### config.mk
export PLATFORM = sky130hd
export DESIGN_NAME = counter_seq_detector
export DESIGN_NICKNAME = d
export VERILOG_FILES = /design/src/rtl/counter_seq_detector.sv
export SDC_FILE = /design/constraint.sdc
export NUM_CORES = 1
export LEC_CHECK = 0
export ABC_AREA = 0
export CORE_UTILIZATION = 23
export CTS_CLUSTER_SIZE = 10
export DETAILED_ROUTE_END_ITERATION = 8
export GPL_TIMING_DRIVEN = 0
export HOLD_SLACK_MARGIN = 0.06
export SYNTH_ARGS = -nofsm -noshare
export SYNTH_HDL_FRONTEND = slang
export SYNTH_SLANG_ARGS = --single-unit
export TNS_END_PERCENT = 10
### constraint.sdc
create_clock -name clk_2 -period 2.25 [get_ports clk_2]
set_input_delay 0.3375 -clock clk_2 [delete_from_list [all_inputs] [get_ports clk_2]]
set_output_delay 0.3375 -clock clk_2 [all_outputs]
set_load 0.05 [all_outputs]
### src/rtl/counter_seq_detector.sv
// Modulo up/down counter with hex 7-segment display, plus an independent serial pattern detector.
// Define SEG_BLANK_EN to blank leading zero digits (digit 0 always shown).
module counter_seq_detector #(
    parameter int unsigned        WIDTH     = 8,
    parameter logic [WIDTH-1:0]   MAX_COUNT = {WIDTH{1'b1}},
    parameter int unsigned        NDIGITS   = (WIDTH + 3) / 4,
    parameter int unsigned        PAT_LEN   = 4,
    parameter logic [PAT_LEN-1:0] PATTERN   = 4'b1101,
    parameter int unsigned        MCNT_W    = 8
) (
    input  logic                   clk_2,
    input  logic                   reset,
    input  logic                   en,
    input  logic                   down,
    input  logic                   load,
    input  logic [WIDTH-1:0]       load_val,
    input  logic                   ser_in,
    input  logic                   ser_valid,
    output logic [WIDTH-1:0]       count,
    output logic                   tc,
    output logic [8*NDIGITS-1:0]   seg,
    output logic                   match,
    output logic [MCNT_W-1:0]      match_cnt
);

    localparam int unsigned PADW   = 4 * NDIGITS;
    localparam int unsigned FILL_W = $clog2(PAT_LEN + 1);

    logic [WIDTH-1:0]     count_next;
    logic [PADW-1:0]      count_pad;
    logic [8*NDIGITS-1:0] seg_next;
    logic [PAT_LEN-1:0]   hist;
    logic [PAT_LEN-1:0]   hist_next;
    logic [FILL_W-1:0]    fill;
    logic [FILL_W-1:0]    fill_next;
    logic                 match_next;

    function automatic logic [7:0] hex7(input logic [3:0] n);
        case (n)
            4'h0: hex7 = 8'h3F;
            4'h1: hex7 = 8'h06;
            4'h2: hex7 = 8'h5B;
            4'h3: hex7 = 8'h4F;
            4'h4: hex7 = 8'h66;
            4'h5: hex7 = 8'h6D;
            4'h6: hex7 = 8'h7D;
            4'h7: hex7 = 8'h07;
            4'h8: hex7 = 8'h7F;
            4'h9: hex7 = 8'h67;
            4'hA: hex7 = 8'h77;
            4'hB: hex7 = 8'h7C;
            4'hC: hex7 = 8'h39;
            4'hD: hex7 = 8'h5E;
            4'hE: hex7 = 8'h79;
            default: hex7 = 8'h71;
        endcase
    endfunction

    // Load clamps to MAX_COUNT; counting wraps inside 0..MAX_COUNT.
    always_comb begin
        count_next = count;
        if (load) begin
            count_next = (load_val > MAX_COUNT) ? MAX_COUNT : load_val;
        end else if (en) begin
            if (down) begin
                count_next = (count == '0) ? MAX_COUNT : count - WIDTH'(1);
            end else begin
                count_next = (count == MAX_COUNT) ? '0 : count + WIDTH'(1);
            end
        end
    end

    assign tc = en & ~load & ((~down & (count == MAX_COUNT)) | (down & (count == '0)));

    assign count_pad = PADW'(count);

    // Digits are walked from the top so blanking can track "all higher digits zero".
    always_comb begin
`ifdef SEG_BLANK_EN
        logic upper_zero;
        upper_zero = 1'b1;
`endif
        seg_next = '0;
        for (int unsigned k = NDIGITS; k > 0; k--) begin
`ifdef SEG_BLANK_EN
            upper_zero = upper_zero & (count_pad[4*(k-1) +: 4] == 4'h0);
            if (upper_zero && (k > 1)) begin
                seg_next[8*(k-1) +: 8] = 8'h00;
            end else begin
                seg_next[8*(k-1) +: 8] = hex7(count_pad[4*(k-1) +: 4]);
            end
`else
            seg_next[8*(k-1) +: 8] = hex7(count_pad[4*(k-1) +: 4]);
`endif
        end
    end

    always_ff @(posedge clk_2 or posedge reset) begin
        if (reset) begin
            count <= '0;
            seg   <= {NDIGITS{8'h3F}};
        end else begin
            count <= count_next;
            seg   <= seg_next;
        end
    end

    // Match is judged on the post-shift history so it rises the cycle after the completing bit.
    always_comb begin
        hist_next  = hist;
        fill_next  = fill;
        match_next = 1'b0;
        if (ser_valid) begin
            hist_next  = PAT_LEN'({hist, ser_in});
            fill_next  = (fill == FILL_W'(PAT_LEN)) ? fill : fill + FILL_W'(1);
            match_next = (fill_next == FILL_W'(PAT_LEN)) && (hist_next == PATTERN);
        end
    end

    always_ff @(posedge clk_2 or posedge reset) begin
        if (reset) begin
            hist      <= '0;
            fill      <= '0;
            match     <= 1'b0;
            match_cnt <= '0;
        end else begin
            hist  <= hist_next;
            fill  <= fill_next;
            match <= match_next;
            if (match_next && (match_cnt != '1)) begin
                match_cnt <= match_cnt + MCNT_W'(1);
            end
        end
    end

endmodule

==> impl_metrics.yaml <==
finish:
  drive_gt1_frac: 0.210
  utilization: 0.327
  final_common_cell: "clkdlybuf4s50_1"
  final_cell_mix: "clkdlybuf4s50_1, nand2_1, a21oi_1, dfrtp_1, o21ai_0"
  stdcell_area_mm2: 0.00318
  antenna_cells: 0
  synthToLayoutAreaGrowth_pct: 38.7
  nNetsFinal: 341
critical_path:
  cp_max_fo: 7
  worstSetupEndpointType: "primary output"
  cp.required_ns: 1.91
  worst-setup-path-type: "reg -> out"
  cp.arrival_ns: 1.87
  start_kind: "flip-flop"
floorplan:
  start_util: 0.236
  die-area_mm2: 0.0104
  die_height_um: 102
  die_w_um: 102
  fp.coreArea_mm2: 0.00973
  io_pins: 49
  num_rows: 36
synth:
  synth_cells: 248
  synthesis.area_mm2: 0.00230
  synth.yosys.seq_area_share: 0.410
  synth_top_area_frac: 0.272
  ys_seq_elements: 37
  yosys_warnings: 0
  synth_top_cell_by_area: "dfrtp_1"
  synth.avg_cell_area_um2: 9.26
  synthDistinctLibCells: 49
  synth_enable_flop_cells: 0
  synth_flop_cell: "dfrtp_1"
  ys_async_sr_fraction: 1.00
  ys_top_cells_by_area: "dfrtp_1, dfstp_2, ha_1"
global_route:
  grt.overflow.total: 0
  grt_start_max_net_pins: 38
  grt_usage: 0.120
  grt_pass1_wl_um: 9770
  grt_pass1_vias: 2021
  antenna_found_initial: 0
drt:
  dr.pass1.iters: 4
  vias: 2065
  vias_per_cell: 4.67
  route.detailed.drc: 0
  ant_nets: 0
  wire_per_inst_um: 13.3
  routed_wl_um: 5880
  drtIter0Drc: 91
sta:
  clock.fmax_mhz: 454
  setup_viol: 0
  period_share: 0.980
  hold_viol: 0
  max_slew.worst_pin.slew_ns: 0.770
  clock_skew_ns: 0.00601
  drv_slew: 0
  rsz0062_at_grt: "true"
  layout_min_cycle_time_ns: 2.20
  slew_headroom: 0.486
clock_tree:
  cts_tree: "done"
  root_buffer: "clkbuf_8"
  clockBufferDepth: 2
  cts_sinks: 37
  cts-buffers-inserted: 5
  cts.clk_slew.worst_paths_ns: 0.08
  postCtsHoldBufs: 0
  clk_latency_ns: 0.29
  cts_htree_levels: 2
placement:
  portBuffers: 42
  dp_hpwl_um: 4220
  place_congestion: 0.913
  place_area_mm2: 0.00291
hold_path:
  min_path_type: "in -> reg"
power_and_ir_drop:
  p_leak_nw: 1.30
  power.total_mw: 2.58
  ir_drop_v: 0.000378
  p_per_area_mw_per_mm2: 810
status:
  status: "complete, no violations"
job:
  maxCapViolCount: 0
through the flow:
stage	hold slack (ns)	cells	setup slack, ns	setup TNS (ns)
final	0.425	442	0.0456	0
after global placement	0.481	424	-0.746	-0.783
after CTS	0.418	440	0.00145	0
after floorplan	0.455	249	0.00645	0
after detailed placement	0.491	424	-0.723	-0.723
after global routing	0.439	442	-0.0281	-0.0281
per-layer routing:
metal / part of all wire / up-vias / global-route usage
met5: 0 / - / 0
met4: 0.020 / 0 / 0.0505
met3: 0.051 / 9 / 0.0274
met2: 0.49 / 66 / 0.204
met1: 0.44 / 985 / 0.146
li1: - / 1005 / -
cells in the mapped netlist (2+ instances only):
| cell type | instances |
|---|---|
| xnor2_1 | 7 |
| a32oi_1 | 2 |
| nand3_1 | 10 |
| mux2i_1 | 3 |
| nor2_1 | 14 |
| a21o_1 | 2 |
| a41oi_1 | 2 |
| o21ai_0 | 17 |
| clkbuf_1 | 15 |
| dfstp_2 | 12 |
| nand4_1 | 6 |
| and3_1 | 4 |
| a21oi_1 | 21 |
| dfrtp_1 | 25 |
| buf_4 | 2 |
| mux2_2 | 4 |
| xor2_1 | 2 |
| inv_1 | 16 |
| a22oi_1 | 2 |
| nand2_1 | 23 |
| ha_1 | 18 |
| nor4_1 | 2 |
| o311ai_0 | 3 |
| a31oi_1 | 5 |
| nor2b_1 | 3 |
| nand2b_1 | 2 |
| nor3_1 | 4 |
state kept, by name, summed over array words and instances, names as in the netlist:
name / count
match: 1
seg: 14
hist: 3
count: 8
fill: 3
match_cnt: 8
area by class of cell:
class	instances	area, um^2
sequential	37	950
inverter	16	62.6
clock inverter	3	46.3
timing repair buffer	54	512
clock buffer	5	68.8
multi-input combinational	178	1300
buffer	16	80.1
fill	1054	6550
tap	133	166
critical path, cell delays in order (launching register included):
cell and delay [ns]:
dfrtp_2 0.43, buf_4 0.15, inv_4 0.09, ha_4 0.15
and4bb_2 0.28, nand3_4 0.11, a21oi_4 0.19, buf_6 0.17
repair_timing:
item / in CTS / in global routing
cloned: 0 / 0
buffers inserted: 10 / 2
gates resized for setup: 24 / 6
setup endpoints to repair: 2 / 7
endpoints found under the hold margin: 0 / 0
pin swaps: 1 / 2
kinds of logic after synthesis:
group	Yosys count	share of synthesized area
adder cells (fa/ha/maj)	18	0.0981
buffers and inverters	34	0.0594
other	1	0.00163
AND/OR/NAND/NOR	74	0.166
multiplexers	7	0.0327
flip-flops	37	0.410
XOR/XNOR	9	0.0343
AO/OA/AOI/OAI	68	0.198
path summary, 6_finish.rpt:
check                                         startpoint                  endpoint  slack [ns]  depth (start not counted)
worst max-delay path                count[1]$_DFFE_PP0P_                        tc        0.05                          7
worst min-delay path                           ser_valid       fill[1]$_DFFE_PP0P_        0.42                          3
worst max register to register       fill[0]$_DFFE_PP0P_  match_cnt[1]$_DFFE_PP0P_        0.13                          7
worst min register to register  match_cnt[6]$_DFFE_PP0P_  match_cnt[6]$_DFFE_PP0P_        0.50                          1
max in group asynchronous                          reset      count[0]$_DFFE_PP0P_        1.17                          2
min in group asynchronous                          reset  match_cnt[4]$_DFFE_PP0P_        0.50                          2
where the power goes:
part / switching (mW) / leakage [nW] / internal [mW] / total (mW)
registers: 0.0944 / 0.433 / 0.818 / 0.912
clock network: 0.261 / 0.0543 / 0.332 / 0.593
logic: 0.685 / 0.817 / 0.390 / 1.08
No activity file was read; power rests on OpenSTA's default activity.
